File: config.mk
export PLATFORM = sky130hd
export DESIGN_NAME = press_conditioner
export DESIGN_NICKNAME = d
export VERILOG_FILES = /design/src/rtl/press_cond_pkg.sv /design/src/rtl/sync2.sv /design/src/rtl/press_conditioner.sv
export SDC_FILE = /design/constraint.sdc
export NUM_CORES = 1
export LEC_CHECK = 0
export BUFFER_PORTS_ARGS = -buffer_cell sky130_fd_sc_hd__buf_2
export CELL_PAD_IN_SITES_DETAIL_PLACEMENT = 1
export CELL_PAD_IN_SITES_GLOBAL_PLACEMENT = 2
export CORE_ASPECT_RATIO = 1.5
export CORE_MARGIN = 3
export CORE_UTILIZATION = 38
export CTS_CLUSTER_DIAMETER = 30
export CTS_CLUSTER_SIZE = 20
export DETAILED_ROUTE_END_ITERATION = 8
export PLACE_DENSITY = 0.75
export SLEW_MARGIN = 40
export SYNTH_ARGS = -nofsm -noshare
export SYNTH_HDL_FRONTEND = slang
export SYNTH_HIERARCHICAL = 1
export SYNTH_SLANG_ARGS = --single-unit
File: constraint.sdc
create_clock -name clk -period 2.7 [get_ports clk]
set_clock_uncertainty 0.15 [all_clocks]
set_input_delay 0.54 -clock clk [delete_from_list [all_inputs] [get_ports clk]]
set_output_delay 0.54 -clock clk [all_outputs]
set_load 0.1 [all_outputs]
File: src/rtl/press_cond_pkg.sv
// Shared types and 50 MHz defaults for the pushbutton conditioning path.
package press_cond_pkg;

  typedef enum logic [1:0] {
    IDLE,
    PRESS_WAIT,
    DOWN,
    RELEASE_WAIT
  } state_e;

  localparam int unsigned DEFAULT_DEBOUNCE_CYCLES = 1_000_000;  // 20 ms at 50 MHz
  localparam int unsigned DEFAULT_HOLD_CYCLES     = 50_000_000; // 1 s at 50 MHz

endpackage

File: src/rtl/sync2.sv
// Two-flop synchronizer for asynchronous level inputs; the reset value is chosen
// per instance so the downstream logic sees a benign level out of reset.
module sync2 #(
  parameter int unsigned           WIDTH   = 1,
  parameter logic [WIDTH-1:0]      RST_VAL = '0
) (
  input  logic             clk,
  input  logic             rst,
  input  logic [WIDTH-1:0] i_d,
  output logic [WIDTH-1:0] o_q
);

  logic [WIDTH-1:0] r_meta;
  logic [WIDTH-1:0] r_sync;

  // NOTE: non-blocking assignments so both stages sample on the same edge;
  // blocking here would collapse the chain into a single flop.
  always_ff @(posedge clk) begin
    if (!rst) begin
      r_meta <= RST_VAL;
      r_sync <= RST_VAL;
    end else begin
      r_meta <= i_d;
      r_sync <= r_meta;
    end
  end

  assign o_q = r_sync;

endmodule

File: src/rtl/press_conditioner.sv
// Debounces the pushbutton, hands one sampled switch bit per clean press to the
// consumer over valid/ready, and flags long presses and dropped presses.
module press_conditioner
  import press_cond_pkg::*;
#(
  parameter int unsigned DEBOUNCE_CYCLES = DEFAULT_DEBOUNCE_CYCLES, // must be >= 2
  parameter int unsigned HOLD_CYCLES     = DEFAULT_HOLD_CYCLES,
  parameter int unsigned CNT_W           = 26
) (
  input  logic clk,
  input  logic rst,
  input  logic key_n,
  input  logic sw_bit,
  input  logic bit_ready,
  output logic bit_valid,
  output logic bit_value,
  output logic pressed,
  output logic long_press,
  output logic overrun
);

  localparam logic [CNT_W-1:0] DEB_LAST  = CNT_W'(DEBOUNCE_CYCLES - 1);
  localparam logic [CNT_W-1:0] HOLD_LAST = CNT_W'(HOLD_CYCLES - 1);
  localparam logic [CNT_W-1:0] HOLD_SAT  = CNT_W'(HOLD_CYCLES);

  logic       w_key_n_s;
  logic       w_sw_s;
  state_e     r_state;
  state_e     w_next_state;
  logic       w_accept;
  logic       w_xfer;
  logic       w_held;
  logic [CNT_W-1:0] r_deb_cnt;
  logic [CNT_W-1:0] r_hold_cnt;
  logic       r_bit_valid;
  logic       r_bit_value;
  logic       r_pressed;
  logic       r_long_press;
  logic       r_overrun;

  sync2 #(.WIDTH(1), .RST_VAL(1'b1)) u_sync_key (
    .clk (clk),
    .rst (rst),
    .i_d (key_n),
    .o_q (w_key_n_s)
  );

  sync2 #(.WIDTH(1), .RST_VAL(1'b0)) u_sync_sw (
    .clk (clk),
    .rst (rst),
    .i_d (sw_bit),
    .o_q (w_sw_s)
  );

  always_ff @(posedge clk) begin
    if (!rst) r_state <= IDLE;
    else      r_state <= w_next_state;
  end

  // NOTE: defaults first so every path assigns every output; no latches.
  always_comb begin
    w_next_state = r_state;
    w_accept     = 1'b0;
    case (r_state)
      IDLE:         if (!w_key_n_s) w_next_state = PRESS_WAIT;
      PRESS_WAIT: begin
        if (w_key_n_s) begin
          w_next_state = IDLE;
        end else if (r_deb_cnt == DEB_LAST) begin
          w_next_state = DOWN;
          w_accept     = 1'b1;
        end
      end
      DOWN:         if (w_key_n_s) w_next_state = RELEASE_WAIT;
      RELEASE_WAIT: begin
        if (!w_key_n_s)                   w_next_state = DOWN;
        else if (r_deb_cnt == DEB_LAST)   w_next_state = IDLE;
      end
      default:      w_next_state = IDLE;
    endcase
  end

  // The sample that triggers entry to a wait state is the first stable one,
  // so the count starts at 1 and DEBOUNCE_CYCLES samples in total commit.
  always_ff @(posedge clk) begin
    if (!rst) begin
      r_deb_cnt <= '0;
    end else if (w_next_state == PRESS_WAIT || w_next_state == RELEASE_WAIT) begin
      r_deb_cnt <= (w_next_state == r_state) ? r_deb_cnt + CNT_W'(1) : CNT_W'(1);
    end else begin
      r_deb_cnt <= '0;
    end
  end

  assign w_held = (r_state == DOWN) || (r_state == RELEASE_WAIT);

  // Saturating at HOLD_CYCLES keeps the pulse single; bounces back to DOWN keep the count.
  always_ff @(posedge clk) begin
    if (!rst) begin
      r_hold_cnt   <= '0;
      r_long_press <= 1'b0;
    end else begin
      r_long_press <= 1'b0;
      if (w_accept) begin
        r_hold_cnt <= '0;
      end else if (w_held && r_hold_cnt != HOLD_SAT) begin
        r_hold_cnt   <= r_hold_cnt + CNT_W'(1);
        r_long_press <= (r_hold_cnt == HOLD_LAST);
      end
    end
  end

  assign w_xfer = r_bit_valid && bit_ready;

  always_ff @(posedge clk) begin
    if (!rst) begin
      r_bit_valid <= 1'b0;
      r_bit_value <= 1'b0;
      r_overrun   <= 1'b0;
      r_pressed   <= 1'b0;
    end else begin
      r_pressed <= (w_next_state == DOWN) || (w_next_state == RELEASE_WAIT);
      if (w_accept) begin
        if (!r_bit_valid || w_xfer) begin
          r_bit_valid <= 1'b1;
          r_bit_value <= w_sw_s;
        end else begin
          r_overrun <= 1'b1;
        end
      end else if (w_xfer) begin
        r_bit_valid <= 1'b0;
      end
    end
  end

  assign bit_valid  = r_bit_valid;
  assign bit_value  = r_bit_value;
  assign pressed    = r_pressed;
  assign long_press = r_long_press;
  assign overrun    = r_overrun;

endmodule
After elaboration in Yosys (flattened, before gate mapping)

Cells that the tools add are included.

Bitwise gates (word level): 3
$mul: 0
Mux-type cells: 14
Equality and inequality tests: 11
Shift operators: 0
Magnitude comparators: 0
Divide/modulo/power cells: 0
Reductions and logical operators: 16
$add $sub $neg: 2

Operators with widths:

| cell                                                                    | number |
|---|---|
| 26-bit by 1-bit adder with 26-bit output, second input constant         | 2 |
| 26-bit by 20-bit == test with 1-bit output, second input constant       | 1 |
| 26-bit == test, second input constant                                   | 1 |
| 26-bit inequality test, second input constant                           | 1 |
| 2-bit 2-to-1 mux                                                        | 6 |
| 2-bit == test, second input constant                                    | 4 |
| 2-bit case mux with 4 select lines                                      | 1 |
| 2-bit AND reduction                                                     | 4 |
| 1-bit 2-to-1 mux                                                        | 7 |
| 2-bit by 1-bit == test with 1-bit output, second input constant         | 2 |
| 1-bit logical OR                                                        | 4 |
| 1-bit inverter                                                          | 3 |
| 3-bit AND reduction                                                     | 1 |
| 3-bit OR reduction                                                      | 1 |
| 2-bit == test                                                           | 1 |
| 1-bit logical AND                                                       | 2 |
| 2-bit logical NOT                                                       | 1 |
| 2-bit by 1-bit inequality test with 1-bit output, second input constant | 1 |
| 2-bit nonzero test                                                      | 1 |
| 2-bit OR reduction                                                      | 1 |
| 1-bit logical NOT                                                       | 1 |

Memories: 0
Memory bits (read-only): 0
Bits in registers: 63
Bits in latches: 0
Bits in writable memories: 0
Logic and storage cells: 59
Output and inout bits: 5

Depth between registers and ports, before layout

Gate-level depths: netlist (run 1).

Depth in word-level cells: 7
Gate-level depth with buffers: 7
Gate-level depth less buffers: 5

Modules after synthesis

Netlist (run 1), hierarchy kept.

Modules (own cells, without submodules):

| module            | seq. area each (um2) | times used | area each (um2) | cells an instance |
|---|---|---|---|---|
| press_conditioner | 1181.1               | 1          | 2800.2          | 325 |
| sync2             | 40.0                 | 2          | 52.6            | 4 |

Worst setup path after synthesis (run 1)

No wires, ideal clock.

Path kind: flip-flop to flip-flop
Start: register r_deb_cnt[0]
End: register r_deb_cnt[18]
Required time: 2.480 ns
Library setup time: 0.070 ns
Period minus slack after synthesis: 2.086 ns
Path buffers: 2
Arrival: 1.865 ns
Cell stages (with the launch flop): 8
Path slack: 0.614 ns
Cells stage by stage: dfxtp_1 > ha_1 > clkbuf_1 > nand3_1 > or2_2 > clkbuf_1 > or4_1 > a21oi_1

Longest elaborated chain between the ends: 7

RTL lines:

| item                                                                             | line                                             | source |
|---|---|---|
| from (decl)                                                                      | press_conditioner.sv:33                          | `logic [CNT_W-1:0] r_deb_cnt;` |
| from (signal assigned)                                                           | press_conditioner.sv:89                          | `r_deb_cnt <= (w_next_state == r_state) ? r_deb_cnt + CNT_W'(1) : CNT_W'(1);` |
| 26-bit by 20-bit == test with 1-bit output                                       | press_conditioner.sv:69, press_conditioner.sv:77 |  |
| 2-bit 2-to-1 mux (on tied branches)                                              | press_conditioner.sv:77, press_conditioner.sv:69 |  |
| 2-bit 2-to-1 mux (on tied branches)                                              | press_conditioner.sv:76, press_conditioner.sv:67 |  |
| 2-bit case mux with 4 select lines                                               | press_conditioner.sv:64                          | `case (r_state)` |
| 2-bit by 1-bit == test with 1-bit output / 2-bit == test (equally long branches) | press_conditioner.sv:88                          | `end else if (w_next_state == PRESS_WAIT \|\| w_next_state == RELEASE_WAIT) begin` |
| 1-bit logical OR                                                                 | press_conditioner.sv:88                          |  |
| 3-bit AND reduction (no source line)                                             | n/a                                              |  |

Parallel ways exist; a longest one is shown, timed or not.
A chain may end at the register's enable or synchronous reset.

Final worst setup path (run 1)

Start: register r_hold_cnt[0]
End: register r_hold_cnt[22]

Longest elaborated chain between the ends: 2

RTL lines:

| item                                                                                             | line                     | source |
|---|---|---|
| from (decl)                                                                                      | press_conditioner.sv:34  | `logic [CNT_W-1:0] r_hold_cnt;` |
| from (signal assigned)                                                                           | press_conditioner.sv:107 | `r_hold_cnt <= r_hold_cnt + CNT_W'(1);` |
| parallel branches: the longest is 2 deep, another holds 26-bit by 1-bit adder with 26-bit output | n/a                      |  |

Several ways; the timed one is not identified.

==> results.sh, run 1 <==
export IMPL_cts_tree="yes"
export IMPL_wirelength_um=6580
export IMPL_data_required_time_at_the_worst_endpoint_ps=2820
export IMPL_finalHoldViolations=0
export IMPL_gr_usage_all_layers_pct=16.5
export IMPL_maxSlewViolCount=0
export IMPL_final_setup_tns_ps=0
export IMPL_synth_lib_cells_used_distinct=40
export IMPL_grt_util_met3_pct=2.71
export IMPL_syn_nets=341
export IMPL_crit_arrival_ps=2320
export IMPL_grt_antenna_before_repair=0
export IMPL_yosysTopAreaCell="sky130_fd_sc_hd__dfxtp_1"
export IMPL_dp_cells=433
export IMPL_vertical_die_dimension_um=113
export IMPL_placement_rows=38
export IMPL_count_of_input_and_output_buffers=9
export IMPL_first_pass_iters=4
export IMPL_htree_levels=3
export IMPL_async_reset_ff_share_pct=0
export IMPL_warning_count_from_the_yosys_run=6
export IMPL_overflow=0
export IMPL_netlist_top_cells_count="sky130_fd_sc_hd__dfxtp_1, sky130_fd_sc_hd__nor2_1, sky130_fd_sc_hd__a21oi_1"
export IMPL_status="completed"
export IMPL_vias_per_cell=5.47
export IMPL_grt_busiest_layer="met2"
export IMPL_synth_edf_count=0
export IMPL_initialDrtViolationCount=114
export IMPL_initial_utilization_pct=39.7
export IMPL_cts_hold_buffers_added=0
export IMPL_crit_path_max_fanout=13
export IMPL_fmaxAchievable_ghz=0.456
export IMPL_dominant_cell_by_count_in_the_synthesized_netlist="sky130_fd_sc_hd__dfxtp_1"
export IMPL_syn_cell_area_sq_um=2910
export IMPL_post_layout_total_power_mw=1.69
export IMPL_worstSkewPairLatency_ps=340
export IMPL_grt_first_pass_wirelength_um=11800
export IMPL_number_of_stages_on_the_worst_hold_path=2
export IMPL_cap_viol_max_count=0
export IMPL_criticalPathCategory="reg2reg"
export IMPL_reg2regPathDepth=5
export IMPL_clock_root_buffer="sky130_fd_sc_hd__clkbuf_8"
export IMPL_drt_drc_violations_left=0
export IMPL_finalNonFillerCells=449
export IMPL_design_final_nets=352
export IMPL_final_period_minus_worst_setup_slack_ps=2190
export IMPL_worst_slew_pin_transition_ps=490
export IMPL_ant_nets=0
export IMPL_syn_area_per_cell_sq_um=8.72
export IMPL_number_of_global_route_vias_before_repair=2517
export IMPL_endpoint_kind="flop"
export IMPL_timing_hold_worst_class="in2reg"
export IMPL_layout_area_overhead_vs_synth_pct=11.0
export IMPL_ir_drop_worst_vdd_mv=0.307
export IMPL_cts_setup_buffers=0
export IMPL_critical_path_startpoint_type="flop"
export IMPL_core_area_sq_um=7320
export IMPL_detail_route_wl_per_cell_um=14.6
export IMPL_synth_top_cells_by_area="sky130_fd_sc_hd__dfxtp_1, sky130_fd_sc_hd__a21oi_1, sky130_fd_sc_hd__nand4_1"
export IMPL_cts_resized=0
export IMPL_drive_above_1_share_pct=11.5
export IMPL_setup_viol=0
export IMPL_pwr_density_cell_nw_per_um2=524
export IMPL_grt_max_degree=26
export IMPL_chipWidth_um=77.4
export IMPL_detailroute_via_count=2454
export IMPL_cts_reportedPaths_clkPinSlew_ps=70
export IMPL_antenna_diode_count=0
export IMPL_globalRouteMet2Util_pct=29.7
export IMPL_power_leakage_nw=0.943
export IMPL_synth_flop_cell="sky130_fd_sc_hd__dfxtp_1"
export IMPL_cts_buffers_inserted=9
export IMPL_timing_slew_headroom_pct=67.6
export IMPL_synth_yosys_seq_area_share_pct=43.4
export IMPL_i_o_pins=10
export IMPL_tritoncts_num_sinks=63
export IMPL_design_die_area_sq_um=8750
export IMPL_post_route_period_util_pct=81.3
export IMPL_max_clock_path_buffers=2
export IMPL_synth_largest_type_area_fraction_pct=43.4
export IMPL_hpwlAfterDp_um=4610
export IMPL_syn_instance_count=333
export IMPL_grt_setup_unrepaired="false"
export IMPL_synth_seq_cells=63
export IMPL_grtUsageMet1_pct=18.7
export IMPL_place_gp_congestion=0.720
export IMPL_postLayoutCoreUtil_pct=44.1
==> placed cells by master (no fill, tap or decap), types with 2 or more instances in the layout <==
cell                       Yosys  routed
sky130_fd_sc_hd__nand4_1      17      17
sky130_fd_sc_hd__nor4_1        8       8
sky130_fd_sc_hd__buf_2         5       9
sky130_fd_sc_hd__or3_1        16      16
sky130_fd_sc_hd__nor2_1       28      28
sky130_fd_sc_hd__dfxtp_1      63      63
sky130_fd_sc_hd__xor2_1       11      11
sky130_fd_sc_hd__buf_4         0       7
sky130_fd_sc_hd__inv_1        10      10
sky130_fd_sc_hd__nor3_1        5       5
sky130_fd_sc_hd__nor4bb_1      2       2
sky130_fd_sc_hd__clkinv_2      0       2
sky130_fd_sc_hd__or3_2         2       2
sky130_fd_sc_hd__ha_1          3       3
sky130_fd_sc_hd__or2_2         2       2
sky130_fd_sc_hd__nand3_1      17      17
sky130_fd_sc_hd__nand2b_1      3       3
sky130_fd_sc_hd__clkbuf_1      8       2
sky130_fd_sc_hd__o211ai_1      4       4
sky130_fd_sc_hd__mux2i_1       4       4
sky130_fd_sc_hd__clkbuf_8      0      11
sky130_fd_sc_hd__nor3b_1       3       3
sky130_fd_sc_hd__or4_1        10      10
sky130_fd_sc_hd__o21a_1        2       2
sky130_fd_sc_hd__o31ai_1      10      10
sky130_fd_sc_hd__o21ai_0      16      16
sky130_fd_sc_hd__and2_1        3       3
sky130_fd_sc_hd__and4_1        8       8
sky130_fd_sc_hd__xnor2_1      12      12
sky130_fd_sc_hd__or4_4         3       3
sky130_fd_sc_hd__a21oi_1      26      26
sky130_fd_sc_hd__and3_1        2       2
sky130_fd_sc_hd__nand2_1      18      18
==> power by group <==
group | internal, mW | switching (mW)
Combinational | 0.00679 | 0.0129
Sequential | 0.933 | 0.00172
Clock | 0.381 | 0.356
Total | 1.32 | 0.370
==> cell type report <==
| cell class | count | area (sq um) |
|---|---|---|
| timing repair buffer | 16 | 97.6 |
| multi-input combinational | 244 | 1530 |
| inverter | 10 | 37.5 |
| clock buffer | 13 | 159 |
| sequential | 63 | 1260 |
| tap | 100 | 125 |
| fill | 890 | 4100 |
| clock inverter | 3 | 17.5 |
==> flip-flops by register name, indices dropped and copies added (netlist names) <==
register,count
bit_valid,1
u_sync_key/o_q,1
bit_value,1
long_press,1
overrun,1
u_sync_key/r_meta,1
r_hold_cnt,26
r_deb_cnt,26
u_sync_sw/r_meta,1
pressed,1
r_state,2
u_sync_sw/o_q,1
==> metrics by stage <==
stage	setup slack [ps]	hold slack, ps	area, sq um
2_1_floorplan	614	236	2910
3_3_place_gp	584	240	3050
3_5_place_dp	509	247	3050
4_1_cts	500	216	3230
5_1_grt	361	225	3230
6_report	505	233	3230
==> cell families (layout without fill, tap and decap cells) <==
logic type | Yosys count | count (layout) | synth area share (%)
mux | 4 | 4 | 1.38
buf+inv | 26 | 42 | 4.13
xor+xnor | 23 | 23 | 6.93
compound gates | 65 | 65 | 13.2
flops | 63 | 63 | 43.4
fa+ha+maj | 3 | 3 | 1.29
simple gates | 149 | 149 | 29.7
==> routing by layer <==
| metal | vias up | part of all wire, % |
|---|---|---|
| met5 | - | 0 |
| met4 | 0 | 2.5 |
| met3 | 14 | 1.4 |
| met2 | 15 | 52 |
| met1 | 1178 | 44 |
| li1 | 1247 | - |
==> critical path: stages, from the launching register on <==
cell,delay (ps)
sky130_fd_sc_hd__dfxtp_1,400
sky130_fd_sc_hd__ha_1,190
sky130_fd_sc_hd__nand2_1,100
sky130_fd_sc_hd__or4_4,640
sky130_fd_sc_hd__or4_1,500
sky130_fd_sc_hd__a21oi_1,150
==> path summary, 6_finish.rpt <==
path | endpoint | start | slack (ps)
setup / recovery | r_hold_cnt[22] | r_hold_cnt[0] | 510
hold / removal | u_sync_key/r_meta | key_n | 230
setup reg to reg | r_hold_cnt[22] | r_hold_cnt[0] | 510
hold reg to reg | u_sync_key/o_q | u_sync_key/r_meta | 260
Note: power is estimated with default switching activity, not from simulation.
==> inputs of run 2 (changes only) <==
ABC_AREA = 1   (was not set)
CORE_UTILIZATION = 31   (was 38)
PLACE_DENSITY = 0.73   (was 0.75)
clock period = 2 ns   (was 2.7 ns; I/O delays follow)
==> results.sh, run 2 <==
export IMPL_fmaxAchievable_ghz=0.536
export IMPL_max_clock_path_buffers=2
export IMPL_cts_reportedPaths_clkPinSlew_ps=60
export IMPL_number_of_global_route_vias_before_repair=3708
export IMPL_share_clk_of_total_power_pct=56.9
export IMPL_wirelength_um=10500
export IMPL_worst_path_most_repeated_cell="sky130_fd_sc_hd__nand2_1"
export IMPL_place_gp_congestion=0.809
export IMPL_crit_arrival_ps=1940
export IMPL_endpoint="r_hold_cnt[14]"
export IMPL_grt_max_degree=27
export IMPL_final_common_cell="sky130_fd_sc_hd__nand2_1"
export IMPL_critical_path_max_stage_delay_ps=380
export IMPL_first_pass_iters=4
export IMPL_sequentialPowerShare_pct=41.9
export IMPL_async_reset_ff_share_pct=0
export IMPL_power_leakage_nw=1.62
export IMPL_finish_instance_area_sq_um=4250
export IMPL_vertical_die_dimension_um=136
export IMPL_ir_drop_worst_vdd_mv=0.386
export IMPL_core_area_sq_um=10800
export IMPL_reg2reg_setup_slack_ps=140
export IMPL_worstSkewPairLatency_ps=330
export IMPL_dp_cells=733
export IMPL_post_layout_total_power_mw=3.01
export IMPL_ant_nets=0
export IMPL_synth_lib_cells_used_distinct=25
export IMPL_syn_cell_area_sq_um=3510
export IMPL_power_switching_mw=0.615
export IMPL_syn_nets=571
export IMPL_reg2regPathDepth=8
export IMPL_setup_viol=0
export IMPL_slowest_stage="sky130_fd_sc_hd__dfxtp_1"
export IMPL_endpoint_kind="flop"
export IMPL_synth_edf_count=0
export IMPL_drive_above_1_share_pct=11.1
export IMPL_cp_depth=8
export IMPL_cap_viol_max_count=0
export IMPL_synth_flop_cell="sky130_fd_sc_hd__dfxtp_1"
export IMPL_postLayoutCoreUtil_pct=39.3
export IMPL_cts_tree="yes"
export IMPL_placement_rows=46
export IMPL_netlist_top_cells_count="sky130_fd_sc_hd__nand2_1, sky130_fd_sc_hd__nor2_1, sky130_fd_sc_hd__dfxtp_1"
export IMPL_worst_slack_ps=136
export IMPL_count_of_input_and_output_buffers=9
export IMPL_worst_slew_pin_transition_ps=494
export IMPL_initial_utilization_pct=32.4
export IMPL_whs_ps=95.6
export IMPL_yosysTopAreaCell="sky130_fd_sc_hd__dfxtp_1"
export IMPL_drt_drc_violations_left=0
export IMPL_warning_count_from_the_yosys_run=6
export IMPL_critical_path_top_delay_family="simple AND/OR/NAND/NOR gates"
export IMPL_crit_path_max_fanout=17
export IMPL_critical_path_cell_chain="nand2_1, nor2_1, nand4_1, o21ai_4, inv_2, buf_12, nand2_1, a21oi_1"
export IMPL_criticalPathCategory="reg2reg"
export IMPL_post_route_period_util_pct=93.2
export IMPL_final_setup_tns_ps=0
export IMPL_dominant_cell_by_count_in_the_synthesized_netlist="sky130_fd_sc_hd__nand2_1"
export IMPL_grt_setup_unrepaired="false"
export IMPL_crit_reg2reg_capture="r_hold_cnt[14]"
export IMPL_critPathLaunch="r_hold_cnt[23]"
export IMPL_chipWidth_um=92.8
export IMPL_grt_first_pass_wirelength_um=17600
export IMPL_htree_levels=3
export IMPL_hpwlAfterDp_um=8270
export IMPL_tritoncts_num_sinks=63
export IMPL_finalNonFillerCells=750
export IMPL_area_after_dpl_sq_um=3910
export IMPL_detail_route_wl_per_cell_um=14.0
export IMPL_i_o_pins=10
export IMPL_final_period_minus_worst_setup_slack_ps=1860
export IMPL_overflow=0
export IMPL_place_worst_setup_slack_ps=86.9
export IMPL_syn_instance_count=563
export IMPL_startpoint_of_the_worst_slack_reg_to_reg_timing_path="r_hold_cnt[23]"
export IMPL_clock_root_buffer="sky130_fd_sc_hd__clkbuf_16"
export IMPL_critPathBufInv=2
export IMPL_synth_largest_type_area_fraction_pct=36.0
export IMPL_cts_buffers_inserted=9
export IMPL_mostFrequentLayoutCells="sky130_fd_sc_hd__nand2_1, sky130_fd_sc_hd__nor2_1, sky130_fd_sc_hd__dfxtp_1, sky130_fd_sc_hd__inv_1, sky130_fd_sc_hd__a21oi_1"
export IMPL_status="completed"
export IMPL_design_die_area_sq_um=12600
export IMPL_gr_usage_all_layers_pct=18.1
export IMPL_data_required_time_at_the_worst_endpoint_ps=2070
export IMPL_timing_slew_headroom_pct=67.3
export IMPL_critical_path_startpoint_type="flop"
export IMPL_detailroute_via_count=3480
export IMPL_finalHoldViolations=0
export IMPL_antenna_diode_count=0
export IMPL_timing_hold_worst_class="in2reg"
export IMPL_p_comb_share_pct=1.1
export IMPL_maxSlewViolCount=0
export IMPL_p_sw_share_pct=20.4
export IMPL_syn_area_per_cell_sq_um=6.23
export IMPL_layout_area_overhead_vs_synth_pct=21.3
export IMPL_design_final_nets=609
export IMPL_vias_per_cell=4.64
export IMPL_synth_yosys_seq_area_share_pct=36.0
export IMPL_synth_top_cells_by_area="sky130_fd_sc_hd__dfxtp_1, sky130_fd_sc_hd__nand2_1, sky130_fd_sc_hd__nor2_1"
export IMPL_reg_top3="r_deb_cnt x26, r_hold_cnt x26, r_state x2"
export IMPL_cell_internal_pwr_mw=2.40
export IMPL_grt_antenna_before_repair=0
export IMPL_pwr_density_cell_nw_per_um2=708
export IMPL_synth_seq_cells=63
export IMPL_initialDrtViolationCount=55
## run 2: cell types whose count changed after synthesis, sizes merged, moves of 13 or more
cell / change
a21oi: +17
inv: +52
nand2: +184
nor2: +68
o21ai: -16
or3: -18
or4: -13
## run 2: power by group through the flow
stage	registers [mW]	logic (mW)	clock network [mW]
6_report	1.26	0.0338	1.71
3_5_place_dp	1.29	0.0348	0
5_1_grt	1.26	0.0392	1.82
3_3_place_gp	1.29	0.0341	0
2_1_floorplan	1.29	0.0195	0
4_1_cts	1.26	0.0348	1.77
## run 2: how the worst min path moves through the flow
| stage | from | end | slack (ps) | cells past startpoint |
|---|---|---|---|---|
| after detailed placement | u_sync_key/r_meta | u_sync_key/o_q | 250 | 2 |
| final | sw_bit | u_sync_sw/r_meta | 100 | 3 |
| after floorplan | u_sync_key/r_meta | u_sync_key/o_q | 230 | 2 |
| after global placement | u_sync_key/r_meta | u_sync_key/o_q | 240 | 2 |
| after global routing | sw_bit | u_sync_sw/r_meta | 110 | 3 |
| after CTS | sw_bit | u_sync_sw/r_meta | 90 | 3 |
## run 2: final cells by class
cell class / count / area (sq um)
fill: 1489 / 6570
multi-input combinational: 429 / 1970
sequential: 63 / 1260
timing repair buffer: 36 / 289
clock buffer: 11 / 243
inverter: 62 / 233
tap: 144 / 180
clock inverter: 5 / 81.3
## run 2: worst reg2reg max path, stage by stage (launching register included)
cell and delay (ps):
sky130_fd_sc_hd__dfxtp_1 380, sky130_fd_sc_hd__nand2_1 90, sky130_fd_sc_hd__nor2_1 210, sky130_fd_sc_hd__nand4_1 260, sky130_fd_sc_hd__o21ai_4 260, sky130_fd_sc_hd__inv_2 110
sky130_fd_sc_hd__buf_12 170, sky130_fd_sc_hd__nand2_1 70, sky130_fd_sc_hd__a21oi_1 50
## run 2: cell families (layout without fill, tap and decap cells)
| kind of cell | count (synthesis) | after routing | share of synthesized area (%) |
|---|---|---|---|
| and+or+nand+nor | 356 | 356 | 42.0 |
| buffers and inverters | 71 | 114 | 8.17 |
| DFF | 63 | 63 | 36.0 |
| AOI/OAI and AO/OA | 47 | 47 | 7.07 |
| xor gates and xnor gates | 23 | 23 | 5.75 |
| adders and majority gates | 3 | 3 | 1.07 |
## run 2: repair_timing
item / in CTS / in global routing
gates resized for setup: 0 / 3
setup buffers: 0 / 1
hold buffers: 0 / 0
setup endpoints to repair: 0 / 44
## run 2: routing by layer
layer	global-route usage (%)	vias to the layer above	share of wire [%]
li1	-	1828	-
met1	17.8	1622	39
met2	36.6	16	57
met3	2.16	14	1.0
met4	8.07	0	2.4
met5	0	-	0
==> inputs of run 3 (changes only) <==
GPL_TIMING_DRIVEN = 0   (was not set)
clock period = 1.55 ns   (was 2 ns; I/O delays follow)
==> results.sh, run 3 (synthesis results as in run 2) <==
export IMPL_status="finished, violations left"
export IMPL_violations="negative setup slack"
export IMPL_initialDrtViolationCount=67
export IMPL_drt_drc_violations_left=0
export IMPL_worstSkewPairLatency_ps=340
export IMPL_cap_viol_max_count=0
export IMPL_layout_area_overhead_vs_synth_pct=45.8
export IMPL_setup_viol=59
export IMPL_timing_slew_headroom_pct=59.9
export IMPL_i_o_pins=10
export IMPL_grt_max_degree=11
export IMPL_slowest_stage="sky130_fd_sc_hd__dfxtp_4"
export IMPL_first_pass_iters=4
export IMPL_number_of_global_route_vias_before_repair=3787
export IMPL_htree_levels=3
export IMPL_worst_slack_ps=-317
export IMPL_dp_cells=716
export IMPL_worst_slew_pin_transition_ps=602
export IMPL_post_layout_total_power_mw=3.87
export IMPL_critPathBufInv=2
export IMPL_core_area_sq_um=10800
export IMPL_tritoncts_num_sinks=63
export IMPL_grt_antenna_before_repair=0
export IMPL_critical_path_max_stage_delay_ps=370
export IMPL_critical_path_cell_chain="ha_4, nand2_4, nor2_4, nand2_1, nor3_2, nand3_2, nand3_4, buf_12, buf_12, a21oi_2"
export IMPL_place_gp_congestion=0.858
export IMPL_wirelength_um=12600
export IMPL_cts_tree="yes"
export IMPL_count_of_input_and_output_buffers=9
export IMPL_final_common_cell="sky130_fd_sc_hd__nand2_1"
export IMPL_timing_hold_worst_class="in2reg"
export IMPL_overflow=0
export IMPL_detail_route_wl_per_cell_um=16.1
export IMPL_pwr_density_cell_nw_per_um2=758
export IMPL_crit_arrival_ps=1940
export IMPL_data_required_time_at_the_worst_endpoint_ps=1620
export IMPL_worst_path_most_repeated_cell="sky130_fd_sc_hd__buf_12"
export IMPL_chipWidth_um=92.8
export IMPL_fillCellCount=1412
export IMPL_finalNonFillerCells=785
export IMPL_ir_drop_worst_vdd_mv=0.493
export IMPL_cts_reportedPaths_clkPinSlew_ps=60
export IMPL_clock_root_buffer="sky130_fd_sc_hd__clkbuf_16"
export IMPL_critical_path_startpoint_type="flop"
export IMPL_grt_first_pass_wirelength_um=18800
export IMPL_crit_path_max_fanout=5
export IMPL_whs_ps=15.8
export IMPL_grt_setup_unrepaired="true"
export IMPL_reg_top3="r_deb_cnt x26, r_hold_cnt x26, r_state x2"
export IMPL_antenna_diode_count=0
export IMPL_power_leakage_nw=1.91
export IMPL_design_die_area_sq_um=12600
export IMPL_gr_usage_all_layers_pct=19.3
export IMPL_endpoint_kind="flop"
export IMPL_maxSlewViolCount=0
export IMPL_vias_per_cell=4.81
export IMPL_cts_buffers_inserted=9
export IMPL_mostFrequentLayoutCells="sky130_fd_sc_hd__nand2_1, sky130_fd_sc_hd__nor2_1, sky130_fd_sc_hd__inv_1, sky130_fd_sc_hd__dfxtp_1, sky130_fd_sc_hd__buf_4"
export IMPL_post_route_period_util_pct=120
export IMPL_critical_path_top_delay_family="simple AND/OR/NAND/NOR gates"
export IMPL_final_period_minus_worst_setup_slack_ps=1870
export IMPL_max_clock_path_buffers=2
export IMPL_fmaxAchievable_ghz=0.536
export IMPL_design_final_nets=645
export IMPL_placement_rows=46
export IMPL_hpwlAfterDp_um=8440
export IMPL_postLayoutCoreUtil_pct=47.2
export IMPL_detailroute_via_count=3778
export IMPL_drive_above_1_share_pct=31.0
export IMPL_criticalPathCategory="reg2reg"
export IMPL_finalHoldViolations=0
export IMPL_vertical_die_dimension_um=136
export IMPL_ant_nets=0
export IMPL_initial_utilization_pct=32.4
run 3: cell types whose count changed in the layout (fill, tap and decap cells not counted), moves of 13 or more:
| cell | change |
|---|---|
| sky130_fd_sc_hd__a21oi_2 | +34 |
| sky130_fd_sc_hd__buf_4 | +19 |
| sky130_fd_sc_hd__nor2_1 | -18 |
| sky130_fd_sc_hd__dfxtp_1 | -19 |
| sky130_fd_sc_hd__a21oi_1 | -34 |
| sky130_fd_sc_hd__dfxtp_2 | +13 |
run 3: timing repair:
item	4_1_cts	5_1_grt
hold endpoints to repair	1	0
gates cloned	1	3
gates resized for setup	77	66
setup endpoints to repair	61	60
buffers inserted	36	14
hold buffers	1	0
pin swaps	5	12
run 3: routing by layer:
metal | GRT usage [%] | share of wire, % | up-vias
met3 | 2.82 | 1.6 | 33
met2 | 39.9 | 60 | 42
met4 | 7.91 | 3.7 | 0
met1 | 18.2 | 35 | 1796
li1 | - | - | 1907
met5 | 0 | 0 | -
run 3: where the power goes:
group,switching [mW],internal (mW)
clock,0.755,1.41
sequential,0.00554,1.62
combinational,0.0457,0.0404
total,0.806,3.07
run 3: metrics by stage:
step           setup WS [ps]  TNS, ps  cell area [sq um]
2_1_floorplan           -148    -4590               3560
3_3_place_gp            -665   -30240               3780
3_5_place_dp            -627   -30100               3780
4_1_cts                 -278   -12700               4660
5_1_grt                 -391   -20720               5110
6_report                -317   -16280               5110
run 3: tightest hold or removal path, stage by stage:
cell	delay [ps]
sky130_fd_sc_hd__buf_2	80
sky130_fd_sc_hd__nand2_1	40
sky130_fd_sc_hd__inv_1	40
run 3: area by class of cell:
type / count / area (sq um) / area share, %
Clock inverter: 2 / 37.5 / 0.735
Clock buffer: 13 / 280 / 5.48
Multi-Input combinational cell: 429 / 2350 / 46.1
Tap cell: 144 / 180 / 3.53
Inverter: 62 / 238 / 4.65
Buffer: 8 / 111 / 2.18
Timing Repair Buffer: 64 / 608 / 11.9
Sequential cell: 63 / 1300 / 25.4
run 3: path summary, 6_finish.rpt:
check,startpoint,end,slack [ps],cells past startpoint
max,r_deb_cnt[0],r_deb_cnt[14],-320,10
min,sw_bit,u_sync_sw/r_meta,20,3
max reg2reg,r_deb_cnt[0],r_deb_cnt[14],-320,10
min reg2reg,u_sync_key/r_meta,u_sync_key/o_q,250,2
